<file path="src/rtl/alu_cmd_sequencer.sv">
// Command-queue front-end for the combinational arithmetic ALU: queues requests,
// holds operands for a settle time, captures the result and returns it via valid/ready.
module alu_cmd_sequencer #(
   parameter int WIDTH  = 16,
   parameter int DEPTH  = 4,
   parameter int SETTLE = 1,
   parameter int ERRW   = 8
) (
   input  logic             clk,
   input  logic             rst_n,
   input  logic             cmd_valid,
   output logic             cmd_ready,
   input  logic [WIDTH-1:0] cmd_a,
   input  logic [WIDTH-1:0] cmd_b,
   input  logic [3:0]       cmd_op,
   output logic [WIDTH-1:0] alu_a,
   output logic [WIDTH-1:0] alu_b,
   output logic [3:0]       alu_op,
   input  logic [31:0]      alu_result,
   input  logic [1:0]       alu_err,
   output logic             rsp_valid,
   input  logic             rsp_ready,
   output logic [31:0]      rsp_result,
   output logic [1:0]       rsp_err,
   output logic [3:0]       rsp_op,
   output logic             busy,
   output logic [ERRW-1:0]  err_count
);

   // state   | meaning
   // IDLE    | nothing in flight; pop as soon as the queue is non-empty
   // ISSUE   | alu_* driven, waiting SETTLE cycles before capture
   // RESPOND | rsp_valid high, rsp_* frozen until accepted
   typedef enum logic [1:0] {S_IDLE, S_ISSUE, S_RESPOND} state_t;

   localparam int AW   = $clog2(DEPTH);
   localparam int CNTW = AW + 1;
   localparam int CW   = (SETTLE > 1) ? $clog2(SETTLE) : 1;

   logic [WIDTH-1:0] qa_q  [DEPTH];
   logic [WIDTH-1:0] qb_q  [DEPTH];
   logic [3:0]       qop_q [DEPTH];

   logic [AW-1:0]    wr_ptr_q, wr_ptr_d;
   logic [AW-1:0]    rd_ptr_q, rd_ptr_d;
   logic [CNTW-1:0]  cnt_q, cnt_d;

   state_t           state_q, state_d;
   logic [CW-1:0]    settle_q, settle_d;
   logic [WIDTH-1:0] alu_a_q, alu_a_d;
   logic [WIDTH-1:0] alu_b_q, alu_b_d;
   logic [3:0]       alu_op_q, alu_op_d;
   logic [31:0]      rsp_result_q, rsp_result_d;
   logic [1:0]       rsp_err_q, rsp_err_d;
   logic [3:0]       rsp_op_q, rsp_op_d;
   logic [ERRW-1:0]  err_count_q, err_count_d;

   logic             push, pop, empty, err_inc;
   logic [WIDTH-1:0] head_a, head_b;
   logic [3:0]       head_op;

   // No bypass: a full queue refuses even if the FSM pops on the same edge.
   assign cmd_ready = (cnt_q != CNTW'(DEPTH));
   assign empty     = (cnt_q == '0);
   assign push      = cmd_valid & cmd_ready;
   assign head_a    = qa_q[rd_ptr_q];
   assign head_b    = qb_q[rd_ptr_q];
   assign head_op   = qop_q[rd_ptr_q];

   always_ff @(posedge clk) begin
      if (push) begin
         qa_q[wr_ptr_q]  <= cmd_a;
         qb_q[wr_ptr_q]  <= cmd_b;
         qop_q[wr_ptr_q] <= cmd_op;
      end
   end

   always_comb begin
      wr_ptr_d = wr_ptr_q;
      rd_ptr_d = rd_ptr_q;
      cnt_d    = cnt_q;
      if (push) wr_ptr_d = wr_ptr_q + AW'(1);
      if (pop)  rd_ptr_d = rd_ptr_q + AW'(1);
      if (push && !pop)      cnt_d = cnt_q + CNTW'(1);
      else if (pop && !push) cnt_d = cnt_q - CNTW'(1);
   end

   always_comb begin
      state_d      = state_q;
      settle_d     = settle_q;
      alu_a_d      = alu_a_q;
      alu_b_d      = alu_b_q;
      alu_op_d     = alu_op_q;
      rsp_result_d = rsp_result_q;
      rsp_err_d    = rsp_err_q;
      rsp_op_d     = rsp_op_q;
      err_count_d  = err_count_q;
      pop          = 1'b0;
      err_inc      = 1'b0;

      case (state_q)
         S_IDLE: begin
            if (!empty) pop = 1'b1;
         end
         S_ISSUE: begin
            if (settle_q == CW'(SETTLE - 1)) begin
               rsp_result_d = alu_result;
               rsp_err_d    = alu_err;
               rsp_op_d     = alu_op_q;
               err_inc      = (alu_err != 2'b00);
               state_d      = S_RESPOND;
            end else begin
               settle_d = settle_q + CW'(1);
            end
         end
         S_RESPOND: begin
            if (rsp_ready) begin
               if (!empty) pop = 1'b1;
               else        state_d = S_IDLE;
            end
         end
         default: state_d = S_IDLE;
      endcase

      // Illegal opcodes never reach the ALU; they are answered directly.
      if (pop) begin
         if (head_op <= 4'd4) begin
            alu_a_d  = head_a;
            alu_b_d  = head_b;
            alu_op_d = head_op;
            settle_d = '0;
            state_d  = S_ISSUE;
         end else begin
            rsp_result_d = '0;
            rsp_err_d    = 2'b11;
            rsp_op_d     = head_op;
            err_inc      = 1'b1;
            state_d      = S_RESPOND;
         end
      end

      if (err_inc && (err_count_q != '1)) err_count_d = err_count_q + ERRW'(1);
   end

   always_ff @(posedge clk) begin
      if (!rst_n) begin
         wr_ptr_q     <= '0;
         rd_ptr_q     <= '0;
         cnt_q        <= '0;
         state_q      <= S_IDLE;
         settle_q     <= '0;
         alu_a_q      <= '0;
         alu_b_q      <= '0;
         alu_op_q     <= '0;
         rsp_result_q <= '0;
         rsp_err_q    <= '0;
         rsp_op_q     <= '0;
         err_count_q  <= '0;
      end else begin
         wr_ptr_q     <= wr_ptr_d;
         rd_ptr_q     <= rd_ptr_d;
         cnt_q        <= cnt_d;
         state_q      <= state_d;
         settle_q     <= settle_d;
         alu_a_q      <= alu_a_d;
         alu_b_q      <= alu_b_d;
         alu_op_q     <= alu_op_d;
         rsp_result_q <= rsp_result_d;
         rsp_err_q    <= rsp_err_d;
         rsp_op_q     <= rsp_op_d;
         err_count_q  <= err_count_d;
      end
   end

   assign alu_a      = alu_a_q;
   assign alu_b      = alu_b_q;
   assign alu_op     = alu_op_q;
   assign rsp_valid  = (state_q == S_RESPOND);
   assign rsp_result = rsp_result_q;
   assign rsp_err    = rsp_err_q;
   assign rsp_op     = rsp_op_q;
   assign busy       = (state_q != S_IDLE) || !empty;
   assign err_count  = err_count_q;

endmodule
</file>
<file path="config.mk">
export PLATFORM = sky130hd
export DESIGN_NAME = alu_cmd_sequencer
export DESIGN_NICKNAME = d
export VERILOG_FILES = /design/src/rtl/alu_cmd_sequencer.sv
export SDC_FILE = /design/constraint.sdc
export NUM_CORES = 1
export LEC_CHECK = 0
export CAP_MARGIN = 40
export CORE_MARGIN = 5
export CORE_UTILIZATION = 30
export DETAILED_ROUTE_END_ITERATION = 8
export GPL_TIMING_DRIVEN = 0
export PLACE_DENSITY = 0.54
export SYNTH_ARGS = -nofsm -noshare
export SYNTH_HDL_FRONTEND = slang
export SYNTH_SLANG_ARGS = --single-unit
</file>
<file path="constraint.sdc">
create_clock -name clk -period 3.31 [get_ports clk]
set_input_delay 0.8275 -clock clk [delete_from_list [all_inputs] [get_ports clk]]
set_output_delay 0.8275 -clock clk [all_outputs]
set_load 0.01 [all_outputs]
</file>
==> results.py, run 1 <==
metrics = {
    "global_routing": {
        "antenna_found_initial": 1,
        "grt_pass1_wl_microns": 32800,
        "grt_busiest_layer": "met2",
        "grt_pass1_vias": 5802,
        "grtUsageMet1_pct": 16.5,
        "grt_max_degree": 31,
        "grt_use_total_pct": 12.5,
        "overflow": 0,
        "gr-usage-met2_pct": 20.7,
        "grtUsageMet3_pct": 3.52,
    },
    "critical_path": {
        "critPathCaptureType": "output port",
        "path_class": "flop to output port",
        "critical_path.top_delay_family": "simple AND/OR/NAND/NOR gates",
        "required_ps": 2480,
        "path_cells": "or3_1 -> or3_1 -> clkdlybuf4s50_1",
        "crit_slowest_cell": "clkdlybuf4s50_1",
        "cp.buffers_inverters": 1,
        "cp-start-kind": "flop",
        "critPathMaxStageDelay_ps": 530,
        "cp_max_fo": 4,
        "worst_path_most_repeated_cell": "or3_1",
        "cp.arrival_ps": 2170,
    },
    "placed_design": {
        "gp_congestion": 0.789,
        "placed_area_sq_mm": 0.0110,
        "place_hpwl_microns": 14600,
        "numPortBuffers": 157,
    },
    "clock_network": {
        "cts_buffer_depth": 3,
        "htreeDepth": 1,
        "cts_tree": "built",
        "cts-root-buf": "clkbuf_16",
        "cts.repair.resized": 0,
        "clk_latency_ps": 540,
        "postCtsHoldBufs": 0,
        "numCtsBuffers": 27,
        "cts_sinks": 238,
        "clk_pin_slew_ps": 60,
        "post_cts_buffers": 0,
    },
    "finish": {
        "nNetsFinal": 909,
        "finalInstanceArea_sq_mm": 0.0120,
        "fillers": 2706,
        "utilization_pct": 41.4,
        "final_common_cell": "clkdlybuf4s50_1",
        "final_cell_mix": "clkdlybuf4s50_1 (157), nand2_1 (153), edfxtp_1 (144), dfxtp_1 (94), a21oi_1 (71)",
        "drive_above_1_share_pct": 12.5,
        "synthToLayoutAreaGrowth_pct": 35.6,
        "num_antenna_cells": 0,
    },
    "timing": {
        "relSlewSlack_pct": 49.0,
        "finalCritPeriodShare_pct": 90.6,
        "fin_crit_ps": 3000,
        "hold_viol_final": 0,
        "fmax_ghz": 0.333,
        "rsz0062_at_grt": "false",
        "tightest_slew_ps": 764,
        "setup_violations": 0,
        "fin_worst_skew_ps": 14.6,
        "drv_slew": 0,
    },
    "die": {
        "ios": 159,
        "core_region_area_sq_mm": 0.0289,
        "fp.dieH_microns": 182,
        "start_util_pct": 30.6,
        "die-area_sq_mm": 0.0330,
        "die_w_microns": 182,
        "row_count": 62,
    },
    "synth": {
        "ys_types": 51,
        "synth_top_area_share_pct": 48.9,
        "yosys.area.top_type": "edfxtp_1",
        "async_flop_share_pct": 0,
        "syn_avg_cell_area_sq_um": 13.9,
        "synth_nets": 716,
        "synth-seq-cells": 238,
        "ys.flop_type": "edfxtp_1",
        "ys_top_cells_by_area": "edfxtp_1 (49%), dfxtp_1 (21%), mux4_2 (8.4%)",
        "netlist_area_sq_mm": 0.00884,
        "yosysWarnings": 0,
        "ys_seq_area_share_pct": 70.2,
        "synth_edf_count": 144,
        "synthCells": 635,
    },
    "power": {
        "power.share.clock_pct": 32.9,
        "vdd_drop_max_mv": 0.463,
        "powerDensity_mw_per_mm2": 799,
        "pwr-share-comb_pct": 27.4,
        "seqPwrFrac_pct": 39.7,
        "p_sw_mw": 2.77,
        "p_int_mw": 6.82,
        "p_leak_nw": 3.93,
        "p_sw_share_pct": 28.9,
    },
    "drt": {
        "num_vias": 5550,
        "remaining_drc_errors": 0,
        "routed_wl_microns": 21100,
        "vias_per_cell": 4.50,
        "drt_iter0_markers": 263,
        "firstDrtPassIters": 4,
        "antenna_left": 0,
        "wl_per_cell_microns": 17.1,
    },
    "worst_hold_path": {
        "worstHoldPathType": "flop to flop",
    },
    "run": {
        "max_cap_violations": 0,
    },
    "status": {
        "status": "finished clean",
    },
}
sequential cells by signal, indices dropped and copies added, names as in the netlist, named ones only:
register    cells
settle_q        1
rsp_err         2
rsp_op          4
alu_b          16
state_q         2
qb_q           64
qop_q          16
alu_op          4
qa_q           64
alu_a          16
err_count       8
cnt_q           3
rd_ptr_q        2
wr_ptr_q        2
rsp_result     32
area by class of cell:
cell class              count  area (sq um)  share of cell area (%)
clock buffers              34           732                    6.11
well taps                 384           480                    4.01
repair buffers            164          1700                    14.2
inverters                   7          26.3                   0.219
multi-input cells         353          2420                    20.2
plain buffers              37           190                    1.59
flip-flops and latches    238          6210                    51.8
clock inverters            16           231                    1.93
synth_stat cells (5+ instances only):
| cell type | instances |
|---|---|
| nand2_1 | 153 |
| edfxtp_1 | 144 |
| dfxtp_1 | 94 |
| a21oi_1 | 71 |
| mux4_2 | 33 |
| clkbuf_1 | 23 |
| nor2_1 | 14 |
| and3_1 | 6 |
| buf_6 | 6 |
| ha_1 | 6 |
| inv_1 | 6 |
| nand3_1 | 6 |
| buf_2 | 5 |
| mux2i_1 | 5 |
| nand2b_1 | 5 |
| o21ai_0 | 5 |
kinds of logic (layout without fill, tap and decap cells):
family	Yosys count	count (layout)	share of synthesized area, %
mux	42	42	9.99
compound gates	94	94	5.87
flops	238	238	70.2
fa+ha+maj	7	7	1.08
xor+xnor	5	5	0.495
simple gates	205	205	9.92
buf+inv	44	258	2.45
power by group through the flow:
stage	registers, mW	clock network [mW]	logic, mW
after floorplan	3.91	0	1.47
after global placement	3.88	0	2.60
after detailed placement	3.87	0	2.68
after CTS	3.81	3.24	2.69
after global routing	3.85	3.37	2.90
final	3.80	3.15	2.62
worst paths after layout:
check | end | slack, ps | start | cells after the start
setup / recovery | busy | 310 | cnt_q[0] | 3
hold / removal | rsp_result[5] | 450 | rsp_result[5] | 2
setup reg to reg | cnt_q[2] | 650 | cnt_q[0] | 10
hold reg to reg | rsp_result[5] | 450 | rsp_result[5] | 2
tightest hold or removal path, stage by stage, from the launching register on:
cell     delay [ps]
dfxtp_1         300
nand2_1          50
a21oi_1          50
through the flow:
step	TNS (ps)	hold WS, ps	cells	total power [mW]	setup slack, ps
after floorplan	0	448	635	5.38	674
after global placement	-25860	442	1176	6.48	-201
after detailed placement	0	445	1183	6.55	36.1
after CTS	0	453	1233	9.75	288
after global routing	0	463	1233	10.1	250
final	0	451	1233	9.58	310
metal layers:
metal	up-vias	wire, microns
li1	2705	-
met5	-	7
met2	186	9620
met3	32	1670
met4	2	408
met1	2625	9370
Note: power is estimated with default switching activity, not from simulation.
==> run 2: changes to the inputs <==
--- a/config.mk
+++ b/config.mk
@@ -11,6 +11,7 @@
 export DETAILED_ROUTE_END_ITERATION = 8
 export GPL_TIMING_DRIVEN = 0
 export PLACE_DENSITY = 0.54
+export SKIP_LAST_GASP = 1
 export SYNTH_ARGS = -nofsm -noshare
 export SYNTH_HDL_FRONTEND = slang
 export SYNTH_SLANG_ARGS = --single-unit
==> results of run 2 <==
No change in the layout: final DEF, timing and power equal those of run 1.
==> run 3: changes to the inputs <==
--- a/config.mk
+++ b/config.mk
@@ -7,10 +7,10 @@
 export LEC_CHECK = 0
 export CAP_MARGIN = 40
 export CORE_MARGIN = 5
-export CORE_UTILIZATION = 30
+export CORE_UTILIZATION = 36
 export DETAILED_ROUTE_END_ITERATION = 8
 export GPL_TIMING_DRIVEN = 0
-export PLACE_DENSITY = 0.54
+export PLACE_DENSITY = 0.61
 export SKIP_LAST_GASP = 1
 export SYNTH_ARGS = -nofsm -noshare
 export SYNTH_HDL_FRONTEND = slang
==> results.py, run 3 (synthesis results as in run 1) <==
metrics = {
    "status": {
        "status": "finished clean",
    },
    "critical_path": {
        "cp-start-kind": "flop",
        "critical_path.top_delay_family": "simple AND/OR/NAND/NOR gates",
        "reg2reg_slack_ps": 670,
        "cp.buffers_inverters": 1,
        "path_cells": "or3_1 -> or3_1 -> clkdlybuf4s50_1",
        "critPathCaptureType": "output port",
        "critPathMaxStageDelay_ps": 510,
        "required_ps": 2480,
        "rr_worst_depth": 10,
        "path_class": "flop to output port",
        "r2r-start": "cnt_q[0]",
        "cp.arrival_ps": 2150,
        "cp_max_fo": 4,
        "crit_slowest_cell": "clkdlybuf4s50_1",
        "worst_path_most_repeated_cell": "or3_1",
        "r2r_end": "cnt_q[2]",
    },
    "die": {
        "die_w_microns": 167,
        "die-area_sq_mm": 0.0278,
        "row_count": 57,
        "ios": 159,
        "core_region_area_sq_mm": 0.0242,
        "start_util_pct": 36.5,
        "fp.dieH_microns": 167,
    },
    "clock_network": {
        "cts_buffer_depth": 3,
        "cts.repair.resized": 0,
        "cts-root-buf": "clkbuf_16",
        "clk_pin_slew_ps": 60,
        "clk_latency_ps": 520,
        "cts_sinks": 238,
        "cts_tree": "built",
        "post_cts_buffers": 0,
        "postCtsHoldBufs": 0,
        "numCtsBuffers": 25,
        "htreeDepth": 1,
    },
    "finish": {
        "synthToLayoutAreaGrowth_pct": 33.9,
        "multi_input_area_sq_mm": 0.00242,
        "nNetsFinal": 906,
        "final_cell_count_no_fill": 1168,
        "final_cell_mix": "clkdlybuf4s50_1 (157), nand2_1 (153), edfxtp_1 (144), dfxtp_1 (94), a21oi_1 (71)",
        "fillers": 2126,
        "num_antenna_cells": 0,
        "regArea_sq_mm": 0.00621,
        "drive_above_1_share_pct": 12.7,
        "final_common_cell": "clkdlybuf4s50_1",
    },
    "worst_hold_path": {
        "worstHoldPathType": "flop to flop",
        "hold_end": "rsp_result[9]",
        "holdCritStartpoint": "rsp_result[9]",
        "hold_depth": 2,
    },
    "drt": {
        "drt_iter0_markers": 291,
        "antenna_left": 0,
        "num_vias": 5608,
        "routed_wl_microns": 19800,
        "firstDrtPassIters": 4,
        "remaining_drc_errors": 0,
        "wl_per_cell_microns": 17.0,
        "vias_per_cell": 4.80,
    },
    "timing": {
        "hold_viol_final": 0,
        "setup_slack_ps": 333,
        "tightest_slew_ps": 825,
        "drv_slew": 0,
        "relSlewSlack_pct": 45.0,
        "setup_violations": 0,
        "fmax_ghz": 0.336,
        "rsz0062_at_grt": "false",
        "finalCritPeriodShare_pct": 90.0,
        "tns_ps": 0,
        "fin_crit_ps": 2980,
        "fin_worst_skew_ps": 14.6,
    },
    "placed_design": {
        "place_ws_ps": 30.6,
        "numPortBuffers": 157,
        "gp_congestion": 0.768,
        "place_hpwl_microns": 13900,
        "dpl.cell_count": 1122,
    },
    "global_routing": {
        "grt_max_degree": 27,
        "overflow": 0,
        "grt_pass1_vias": 5702,
        "antenna_found_initial": 2,
        "grt_use_total_pct": 14.1,
        "grt_pass1_wl_microns": 31600,
    },
    "power": {
        "p_leak_nw": 3.89,
        "vdd_drop_max_mv": 0.437,
        "powerDensity_mw_per_mm2": 791,
    },
    "run": {
        "max_cap_violations": 0,
    },
}
==> run 3: worst max-delay path by stage <==
stage / endpoint / from / slack (ps) / cells past startpoint
after floorplan: cnt_q[2] / rsp_ready / 670 / 10
after global placement: qa_q[1][9] / cmd_valid / -180 / 2
after detailed placement: cnt_q[2] / rsp_ready / 30 / 11
after CTS: busy / cnt_q[0] / 290 / 3
after global routing: busy / cnt_q[0] / 270 / 3
final: busy / cnt_q[0] / 330 / 3
==> run 3: layout make-up <==
type	count	area share [%]
sequential	238	52.4
clock inverter	16	1.60
buffer	37	1.61
timing repair buffer	163	14.2
inverter	7	0.222
tap	324	3.43
clock buffer	30	6.06
multi-input combinational	353	20.5
==> run 3: per-layer routing <==
layer / global-route usage [%] / wire length, microns / vias to the layer above
met5: 0 / 27 / -
met4: 2.38 / 219 / 4
met3: 3.89 / 1300 / 20
met2: 23.1 / 9380 / 166
met1: 19.1 / 8930 / 2717
li1: - / - / 2701
==> run 3: power by group <==
group          internal, mW  switching, mW
Combinational          1.25           1.35
Clock                  1.80           1.17
Sequential             3.59          0.208
Total                  6.64           2.73
==> run 3: through the flow <==
stage	power, mW	hold slack, ps	utilization (%)	cell area, sq um
final	9.37	453	48.8	11800
after global routing	9.90	469	48.8	11800
after CTS	9.51	456	48.8	11800
after detailed placement	6.51	447	45.1	10900
after global placement	6.43	441	44.6	10800
after floorplan	5.38	448	-	8840
==> run 3: worst min-delay path, cell delays in order, from the launching register on <==
cell     delay [ps]
dfxtp_1         310
nand2_1          50
a21oi_1          50
==> RTL edit, RTL diff (config.mk and constraints of run 2) <==
The 3 states of `state_t` get a one-hot encoding in 3 bits.
--- a/src/rtl/alu_cmd_sequencer.sv
+++ b/src/rtl/alu_cmd_sequencer.sv
@@ -31,7 +31,7 @@
    // IDLE    | nothing in flight; pop as soon as the queue is non-empty
    // ISSUE   | alu_* driven, waiting SETTLE cycles before capture
    // RESPOND | rsp_valid high, rsp_* frozen until accepted
-   typedef enum logic [1:0] {S_IDLE, S_ISSUE, S_RESPOND} state_t;
+   typedef enum logic [2:0] {S_IDLE = 3'b001, S_ISSUE = 3'b010, S_RESPOND = 3'b100} state_t;
 
    localparam int AW   = $clog2(DEPTH);
    localparam int CNTW = AW + 1;
Behaviour: no difference found for any inputs over 4 cycles, from zero or initial values and one cycle with rst_n low; so few cycles prove little.
==> RTL edit against run 2 <==
- power decreased by 5.4%
- via count increased by 1.5%
- final area decreased by 0.52%
- sequential cell count increased by 1
- sequential power decreased by 1%
- maximum frequency increased by 8.5%
- setup slack improved by 230 ps
- routed wire length increased by 1.6%
- die area increased by 0.33%
- synthesized area increased by 0.35%
- non-clock buffer count decreased by 2
- largest cell class unchanged
==> RTL edit: results (changes against run 2) <==
| Metric | Value |
|---|---|
| DR DRC count | `0 (unchanged)` |
| Post-synth EDFFs | `144 (unchanged)` |
| Relative slew slack | `52.54% (+3.5 points)` |
| Worst hold start | `alu_b[15]` |
| Met1 Use GR | `16.83% (+0.34 points)` |
| Postcts setup bufs | `0 (unchanged)` |
| Flop2flop setup slack | `820 ps (+170 ps)` |
| Hold endpoint | `alu_b[15]` |
| Synth Net Count | `728 (+1.7%)` |
| # fillers | `2784 (+2.9%)` |
| Clock Latency Late Sink | `520 ps (-20 ps)` |
| Final net count | `922 (+1.4%)` |
| Leak | `3.854 nW (-2.0%)` |
| FF-to-FF path depth | `6 (-4)` |
| Tot GR Track Use | `12.63% (+0.14 points)` |
| Worst EP arrival | `1940 ps (-230 ps)` |
| XOR/XNOR share of the synthesized area | `0.4936% (-0.0017 points)` |
| Fin crit share | `83.57% (-7.1 points)` |
| Status | `complete, no violations` |
| Placed cell count | `1202 (+1.6%)` |
| Largest net degree at the start of global routing | `29 (-6.5%)` |
| Synth area leaders | `edfxtp_1 49%, dfxtp_1 21%, mux4_2 9.1%, nand2_1 6.6%, a21oi_1 4.2%` |
| Synth Area in Adders | `1.072% (-0.0038 points)` |
| Fin Clk Skew | `10.12 ps (-4.450 ps)` |
| WL/cell | `17.13 µm (+0.22%)` |
| Met3 WL | `1619 µm (-2.8%)` |
| First-pass GRT wire length | `33320 µm (+1.5%)` |
| Final hold slack | `452.8 ps (+1.785 ps)` |
| Gpl congestion | `0.7875 (-0.20%)` |
| Wl on met1 | `9527 µm (+1.7%)` |
| Share of cells above drive strength 1 | `11.74% (-0.74 points)` |
| Worst Setup SP | `cnt_q[0]` |
| Synth cell count leaders | `156 x nand2_1, 144 x edfxtp_1, 95 x dfxtp_1, 75 x a21oi_1, 36 x mux4_2` |
| Buffers on Ports | `158 (+0.64%)` |
| Syn Inst Count | `647 (+1.9%)` |
| DR top layer | `met5` |
| Mux contribution to synthesized area | `9.717% (-0.27 points)` |
| Worst IR Drop VDD | `0.3649 mV (-21%)` |
| Vias in the first global route | `5820 (+0.31%)` |
| Number of CTS-inserted buffers | `27 (unchanged)` |
| GR Layer Usage met2 | `20.61% (-0.059 points)` |
| Compound-Gate Fraction of Synth Area | `6.290% (+0.42 points)` |
| Post-DP Area | `11060 µm² (+0.34%)` |
| DP Worst Slack | `23.75 ps (-12.37 ps)` |
| Routed length on met2 | `9913 µm (+3.0%)` |
| Int Pwr | `6.434 mW (-5.6%)` |
| CP max FO | `5 (+1)` |
| HPWL after DPL | `14840 µm (+1.3%)` |
| Synth Flop Type | `edfxtp_1` |
| Critical R2R Capture | `alu_a[2]` |
| M3 GR Usage | `3.686% (+0.16 points)` |
| Final Non-Filler Cells | `1250 (+1.4%)` |
| Synth warn | `0 (unchanged)` |
| Register area share after synthesis | `70.17% (about the same)` |
| Via count | `5635 (+1.5%)` |
| N_diodes | `0 (unchanged)` |
| H-tree levels | `1 (unchanged)` |
| Yosys cell types | `43 (-16%)` |
| Detailed Route Iter0 Violations | `208 (-21%)` |
[RTL edit: power groups by stage]
| stage | combinational [mW] | clock [mW] | sequential [mW] |
|---|---|---|---|
| after floorplan | 1.37 | 0 | 3.85 |
| after global placement | 2.39 | 0 | 3.82 |
| after detailed placement | 2.45 | 0 | 3.82 |
| after CTS | 2.47 | 3.02 | 3.76 |
| after global routing | 2.66 | 3.14 | 3.80 |
| final | 2.40 | 2.91 | 3.75 |
[RTL edit: cell type report]
class / count / area [µm²] / area share [%]
flip-flops and latches: 239 / 6226 / 52.21
multi-input cells: 366 / 2465 / 20.67
repair buffers: 165 / 1695 / 14.22
clock buffers: 31 / 700.7 / 5.876
well taps: 390 / 488.0 / 4.092
clock inverters: 17 / 162.7 / 1.364
plain buffers: 34 / 156.4 / 1.312
inverters: 8 / 30.03 / 0.2518
[RTL edit: worst max-delay path: stages, from the launching register on]
cell and delay, ps:
dfxtp_1 360, nor3_1 370, nand3_1 140, clkdlybuf4s50_1 550
